[src/rtl/regfile_uart_dump.sv]
`default_nettype none
// ============================================================================
// Module   : regfile_uart_dump
// Function : Walks x0..x31 through the register file's auxiliary read port and
//            sends each value as an ASCII hex line ("II:VVVVVVVV\r\n") on UART 8N1.
// Revision : 1.0 - initial release
// ============================================================================
module regfile_uart_dump #(
  parameter int CLKS_PER_BIT = 434
) (
  input  logic        clk,
  input  logic        rst,
  input  logic        start,
  output logic [4:0]  reg_select,
  input  logic [31:0] reg_data,
  output logic        tx,
  output logic        busy,
  output logic        done
);

  localparam logic [1:0]  S_IDLE      = 2'd0;
  localparam logic [1:0]  S_LATCH     = 2'd1;
  localparam logic [1:0]  S_SEND      = 2'd2;
  localparam logic [15:0] C_BIT_LAST  = 16'(CLKS_PER_BIT - 1);
  localparam logic [3:0]  C_BIT_STOP  = 4'd9;
  localparam logic [3:0]  C_CHAR_LAST = 4'd12;
  localparam logic [4:0]  C_IDX_LAST  = 5'd31;

  logic [1:0]  r_state;
  logic [1:0]  w_next;
  logic [15:0] r_clk_cnt;
  logic [3:0]  r_bit;
  logic [3:0]  r_char;
  logic [4:0]  r_idx;
  logic [31:0] r_snap;
  logic        r_done;
  logic        w_bit_end;
  logic        w_line_end;
  logic [3:0]  w_nib;
  logic [7:0]  w_byte;
  logic [2:0]  w_data_bit;

  function automatic logic [7:0] hex_ascii(input logic [3:0] n);
    return (n < 4'd10) ? (8'h30 + {4'h0, n}) : (8'h37 + {4'h0, n});
  endfunction

  assign w_bit_end  = (r_clk_cnt == C_BIT_LAST);
  assign w_line_end = w_bit_end && (r_bit == C_BIT_STOP) && (r_char == C_CHAR_LAST);
  assign w_data_bit = 3'(r_bit - 4'd1);

  // Character 3 carries snapshot[31:28], character 10 carries snapshot[3:0].
  always_comb begin
    w_nib  = 4'(r_snap >> {(4'd10 - r_char), 2'b00});
    w_byte = hex_ascii(w_nib);
    case (r_char)
      4'd0:    w_byte = hex_ascii({3'b000, r_idx[4]});
      4'd1:    w_byte = hex_ascii(r_idx[3:0]);
      4'd2:    w_byte = 8'h3A;
      4'd11:   w_byte = 8'h0D;
      4'd12:   w_byte = 8'h0A;
      default: w_byte = hex_ascii(w_nib);
    endcase
  end

  always_ff @(posedge clk) begin
    if (rst) r_state <= S_IDLE;
    else     r_state <= w_next;
  end

  always_comb begin
    w_next = r_state;
    case (r_state)
      S_IDLE:  if (start) w_next = S_LATCH;
      S_LATCH: w_next = S_SEND;
      S_SEND:  if (w_line_end) w_next = (r_idx == C_IDX_LAST) ? S_IDLE : S_LATCH;
      default: w_next = S_IDLE;
    endcase
  end

  always_comb begin
    tx   = 1'b1;
    busy = 1'b0;
    case (r_state)
      S_LATCH: busy = 1'b1;
      S_SEND: begin
        busy = 1'b1;
        if (r_bit == 4'd0)            tx = 1'b0;
        else if (r_bit == C_BIT_STOP) tx = 1'b1;
        else                          tx = w_byte[w_data_bit];
      end
      default: ;
    endcase
  end

  assign done       = r_done;
  assign reg_select = r_idx;

  always_ff @(posedge clk) begin
    if (rst) begin
      r_clk_cnt <= 16'd0;
      r_bit     <= 4'd0;
      r_char    <= 4'd0;
      r_idx     <= 5'd0;
      r_snap    <= 32'd0;
      r_done    <= 1'b0;
    end else begin
      r_done <= 1'b0;
      case (r_state)
        S_IDLE: if (start) r_idx <= 5'd0;
        S_LATCH: begin
          r_snap    <= reg_data;
          r_char    <= 4'd0;
          r_bit     <= 4'd0;
          r_clk_cnt <= 16'd0;
        end
        S_SEND: begin
          if (w_bit_end) begin
            r_clk_cnt <= 16'd0;
            if (r_bit == C_BIT_STOP) begin
              r_bit <= 4'd0;
              if (r_char == C_CHAR_LAST) begin
                r_char <= 4'd0;
                if (r_idx == C_IDX_LAST) r_done <= 1'b1;
                else                     r_idx  <= r_idx + 5'd1;
              end else begin
                r_char <= r_char + 4'd1;
              end
            end else begin
              r_bit <= r_bit + 4'd1;
            end
          end else begin
            r_clk_cnt <= r_clk_cnt + 16'd1;
          end
        end
        default: ;
      endcase
    end
  end

endmodule
`default_nettype wire

[config.mk]
export PLATFORM = sky130hd
export DESIGN_NAME = regfile_uart_dump
export DESIGN_NICKNAME = d
export VERILOG_FILES = /design/src/rtl/regfile_uart_dump.sv
export SDC_FILE = /design/constraint.sdc
export NUM_CORES = 1
export LEC_CHECK = 0
export BUFFER_PORTS_ARGS = -buffer_cell sky130_fd_sc_hd__buf_2
export CORE_MARGIN = 2
export CORE_UTILIZATION = 45
export DETAILED_ROUTE_END_ITERATION = 8
export PLACE_DENSITY = 0.67
export SYNTH_ARGS = -nofsm -noshare
export SYNTH_HDL_FRONTEND = slang
export SYNTH_SLANG_ARGS = --single-unit
[constraint.sdc]
create_clock -name clk -period 3.3 [get_ports clk]
set_clock_uncertainty 0.1 [all_clocks]
set_input_delay 0.33 -clock clk [delete_from_list [all_inputs] [get_ports clk]]
set_output_delay 0.33 -clock clk [all_outputs]
set_load 0.01 [all_outputs]
## After elaboration in Yosys (flattened, before gate mapping)

Cells that the tools add are included.

- Bits in registers: 64
- Input port bits: 35
- Logic and storage cells: 83
- Output and inout port bits: 8

- Order comparisons: 3
- Equality and inequality tests: 15
- Bitwise operators: 4
- Reduce and logical (&&, ||, !) cells: 13
- Shift operators: 1
- Add/subtract/negate cells: 11
- Multiplexer cells: 29

Operators with widths:

| kind | count |
|---|---|
| 7-bit one-hot mux with 5 select lines | 1 |
| 16-bit one-hot mux with 2 select lines | 1 |
| 32-bit by 6-bit right shift with 4-bit output | 1 |
| 6-bit by 4-bit adder with 7-bit output (first input constant) | 4 |
| 5-bit 2-to-1 mux | 5 |
| 4-bit 2-to-1 mux | 5 |
| 16-bit by 1-bit adder with 16-bit output (second input constant) | 1 |
| 16-bit by 9-bit equality test with 1-bit output (second input constant) | 1 |
| 16-bit 2-to-1 mux | 1 |
| 4-bit one-hot mux with 2 select lines | 2 |
| 7-bit 2-to-1 mux | 2 |
| 4-bit equality test (second input constant) | 3 |
| 2-bit != test (second input constant) | 6 |
| 5-bit one-hot mux with 2 select lines | 1 |
| 4-bit by 1-bit adder with 4-bit output (second input constant) | 2 |
| 4-bit zero test | 2 |
| 4-bit less-than comparator (second input constant) | 2 |
| 6-bit by 1-bit adder with 7-bit output (first input constant) | 1 |
| 1-bit 2-to-1 mux | 7 |
| 2-bit one-hot mux with 3 select lines | 1 |
| 6-bit AND reduction | 1 |
| 5-bit by 1-bit adder with 5-bit output (second input constant) | 1 |
| 5-bit equality test (second input constant) | 1 |
| 5-bit OR reduction | 1 |
| 16 further kinds | 23 |

## Depth between registers and ports, before layout

- Depth after elaboration: 10
- Mapped depth: 15

## Least setup slack after synthesis

No wires, ideal clock.

- Path kind: reg2out
- From: register r_char[0]
- To: output port tx
- Arrival: 3133 ps
- Path slack: -263 ps
- Path buffers: 3
- Stages on the path, launching flop included: 15
- Cell sequence: dfxtp_1 > buf_2 > inv_1 > ha_1 > buf_4 > buf_6 > mux4_2 > mux2_2 > nand2_1 > ha_1 > inv_1 > a2111oi_0 > a221oi_1 > a41o_1 > or3_1

- Cells in the longest elaborated chain, start to end: 10

Ends and longest elaborated chain:

| element | RTL line | source |
|---|---|---|
| from (decl) | 33 | `logic [3:0] r_char;` |
| from (signal assigned) | 126 | `r_char <= r_char + 4'd1;` |
| 4-bit subtractor | 53 | `w_nib = 4'(r_snap >> {(4'd10 - r_char), 2'b00});` |
| 32-bit by 6-bit right shift with 4-bit output | 53 |  |
| 6-bit by 4-bit adder with 7-bit output or 4-bit less-than comparator (tied branches) | 44 | `return (n < 4'd10) ? (8'h30 + {4'h0, n}) : (8'h37 + {4'h0, n});` |
| 7-bit 2-to-1 mux | 44 |  |
| 7-bit one-hot mux with 5 select lines * | 55 | `case (r_char)` |
| 1-bit binary-select mux with 3-bit select * | 89 | `else tx = w_byte[w_data_bit];` |
| 1-bit 2-to-1 mux (not written as such) * | 89 |  |
| 1-bit 2-to-1 mux * | 88 | `else if (r_bit == C_BIT_STOP) tx = 1'b1;` |
| 1-bit 2-to-1 mux * | 87 | `if (r_bit == 4'd0) tx = 1'b0;` |
| 1-bit 2-to-1 mux * | 83 | `case (r_state)` |
| to (decl) | 16 | `output logic tx,` |

Every way passes the cells marked *; elsewhere a longest branch is shown, timed or not. The select of a mux whose other input is x is not followed.

## Final worst setup path

Ends and elaborated chain as after synthesis.

==> flow_summary.yaml <==
logic_synthesis:
  synth_flop_cell: "dfxtp_1"
  avgSynthCellArea_um2: 8.746
  yosysWarnings: 0
  yosysMostFrequentCell: "nor2_1"
  synthCells: 414
  yosysSeqAreaShare: 0.3538
  synth_cell_types: 52
  synth_edf_count: 0
  synthTopCellsByArea: "dfxtp_1 35%, mux2i_1 11%, nor2_1 7.7%"
  synth_seq_cells: 64
  async_flop_share: 0
  syn-cell-area_um2: 3621
  synth_fp_nets: 467
  synth_common_cells: "74 x nor2_1, 64 x dfxtp_1, 40 x mux2i_1, 29 x nand2_1"
  synth.top_cell.area_share: 0.3538
  synth_top_area_cell: "dfxtp_1"
placed_design:
  place_congestion: 0.8433
  dp_hpwl_um: 5831
  placed_cells: 557
  io_buffers: 42
  dp_slack_ps: -119.4
setup_path:
  startpoint_type: "register"
  critPathMaxStageDelay_ps: 420
  cpMaxStageDelayCell: "a2111o_1"
  crit_family: "simple AND/OR/NAND/NOR gates"
  path_class: "reg2out"
  cp.arrival_ps: 3170
  end_kind: "output port"
  r2r-end: "reg_select[3]"
  reg2reg_from: "reg_select[1]"
  crit_buf_inv: 4
  critical_path.most_common_cell: "buf_6"
  r2r_cells: 10
  critical_path.max_fanout: 5
  cp_cell_sequence: "buf_6 > ha_4 > buf_6 > xnor2_4 > a2111oi_4 > buf_4 > nor4_4 > nand2_1 > a2111o_1 > a41o_1 > or3_4 > buf_6"
  r2r_setup_slack_ps: 1090
  worst_ep_required_time_ps: 2870
layout:
  fin_cells: 584
  nFillCells: 685
  area_delta_synth_final_pct: 24.60
  nets: 530
  diodes: 0
  final_core_util: 0.5809
  drive_gt1_frac: 0.2573
power:
  p_sw_mw: 0.4952
  p_total_mw: 1.711
  p_int_mw: 1.216
  p_per_area_nw_per_um2: 379.3
  leakagePower_nw: 1.756
  clockPowerShare: 0.341
  irDropWorstVdd_v: 0.0002631
  seqPwrFrac: 0.487
  swShare: 0.2894
  p_comb_frac: 0.172
floorplan:
  ioPinCount: 43
  start_util: 0.4662
  die_x_um: 93.70
  dieArea_um2: 8780
  dieHeight_um: 93.70
  core_um2: 7767
  std_cell_rows: 32
hold_path:
  min_to: "r_snap[20]"
  hp-class: "in2reg"
  hp-start: "reg_data[20]"
  holdPathStages: 3
clock_network:
  htreeDepth: 3
  cts_buffer_depth: 2
  cts_tree: "done"
  cts_hold_buf: 0
  insertion_delay_ps: 340
  clk_pin_slew_worst_paths_ps: 70
  clock-root-buffer: "clkbuf_8"
  cts_buffers: 9
  cts.sinks: 64
timing:
  finalSetupViolations: 1
  min_period_ps: 3596
  finalCritPeriodShare: 1.090
  hold_violations: 0
  drv_slew: 0
  worst_slew_pin_slew_ps: 992.0
  slew_headroom: 0.3387
  fmax_ghz: 0.2781
  layout_setup_ws_ps: -295.9
  rsz0062_at_grt: "true"
drt:
  wire_per_inst_um: 13.92
  dr.pass1.iters: 4
  vias_per_cell: 5.358
  detailedRoute.firstIterationViolations: 118
  ant_nets: 0
  routed_wl_um: 8132
  drc: 0
  num_vias: 3129
global_routing:
  grt_pass1_vias: 3136
  grt.overflow.total: 0
  grt_pass1_wl_um: 14430
  track_usage: 0.2031
  antenna_found_initial: 0
  grt_max_degree: 51
flow_run:
  maxCapViolCount: 0
run_status:
  status: "finished with violations"
  violations: "setup timing"
## per-layer routing
metal | track usage | share of wire | vias to the layer above
li1 | - | - | 1588
met1 | 0.2698 | 0.48 | 1463
met2 | 0.3387 | 0.48 | 68
met3 | 0.03933 | 0.034 | 10
met4 | 0.05314 | 0.011 | 0
met5 | 0 | 0 | -
## placed cells by master, fill, tap and decap left out, types with 10 or more instances in the layout
master   Yosys  routed
a21oi_1     18      18
nor2_1      74      73
nand3_1     13      13
buf_2        2      41
nand2_1     29      28
dfxtp_1     64      62
o21ai_0     11      11
ha_1        18      14
mux2i_1     40      39
buf_4        1      25
inv_1       13      10
xor2_1      12      12
## repair_timing
action                                  4_1_cts  5_1_grt
setup buffers                                10        2
endpoints found under the setup margin        1        1
gates resized for setup                      31        4
pin swaps                                    10        7
## sequential cells by signal (all words and copies together) (netlist names)
signal      count
done            1
r_bit           4
r_char          4
r_clk_cnt      16
r_snap         32
r_state         2
reg_select      5
## power groups by stage
stage / Sequential [mW] / Clock (mW) / Combinational, mW
detailed placement: 0.851 / 0 / 0.271
CTS: 0.833 / 0.602 / 0.290
finish: 0.833 / 0.584 / 0.294
global placement: 0.851 / 0 / 0.264
floorplan: 0.842 / 0 / 0.204
global route: 0.837 / 0.631 / 0.327
## worst max-delay path by stage
stage          cells past startpoint  endpoint  startpoint  slack (ps)
2_1_floorplan                     15        tx   r_char[0]          10
3_3_place_gp                      12        tx   r_char[0]         -40
3_5_place_dp                      12        tx   r_char[0]        -120
4_1_cts                           12        tx   r_char[1]        -240
5_1_grt                           11        tx   r_char[0]        -440
6_report                          12        tx   r_char[0]        -300
## cell type report
| cell class | count | area (um2) | share of cell area |
|---|---|---|---|
| repair buffers | 74 | 483.0 | 0.1070 |
| flip-flops and latches | 64 | 1286 | 0.2851 |
| inverters | 13 | 51.30 | 0.01137 |
| multi-input cells | 315 | 2392 | 0.5302 |
| clock inverters | 7 | 47.55 | 0.01054 |
| clock buffers | 9 | 123.9 | 0.02745 |
| well taps | 102 | 127.6 | 0.02829 |
## worst reg2reg max path, delay by kind of cell, from the launching register on
family                     cells  cell delay (ps)
and+or+nand+nor                6              840
adders and majority gates      2              430
DFF                            1              370
AOI/OAI and AO/OA              1              220
xor gates and xnor gates       1              150
## through the flow
step	instance area, um2	setup TNS [ps]	hold WS [ps]
after floorplan	3664	0	352.0
after global placement	4055	-43.37	374.2
after detailed placement	4055	-119.4	377.5
after CTS	4486	-239.5	113.6
after global routing	4512	-436.1	127.3
final	4512	-295.9	122.6
## cells by family (layout without fill, tap and decap cells)
family,after synthesis,after routing,synth area share
and+or+nand+nor,168,168,0.2222
xor gates and xnor gates,22,22,0.05529
AOI/OAI and AO/OA,60,60,0.1185
muxes,47,47,0.1479
adders and majority gates,18,18,0.06220
DFF,64,64,0.3538
buffers and inverters,35,103,0.04008
No activity file was read; power rests on OpenSTA's default activity.
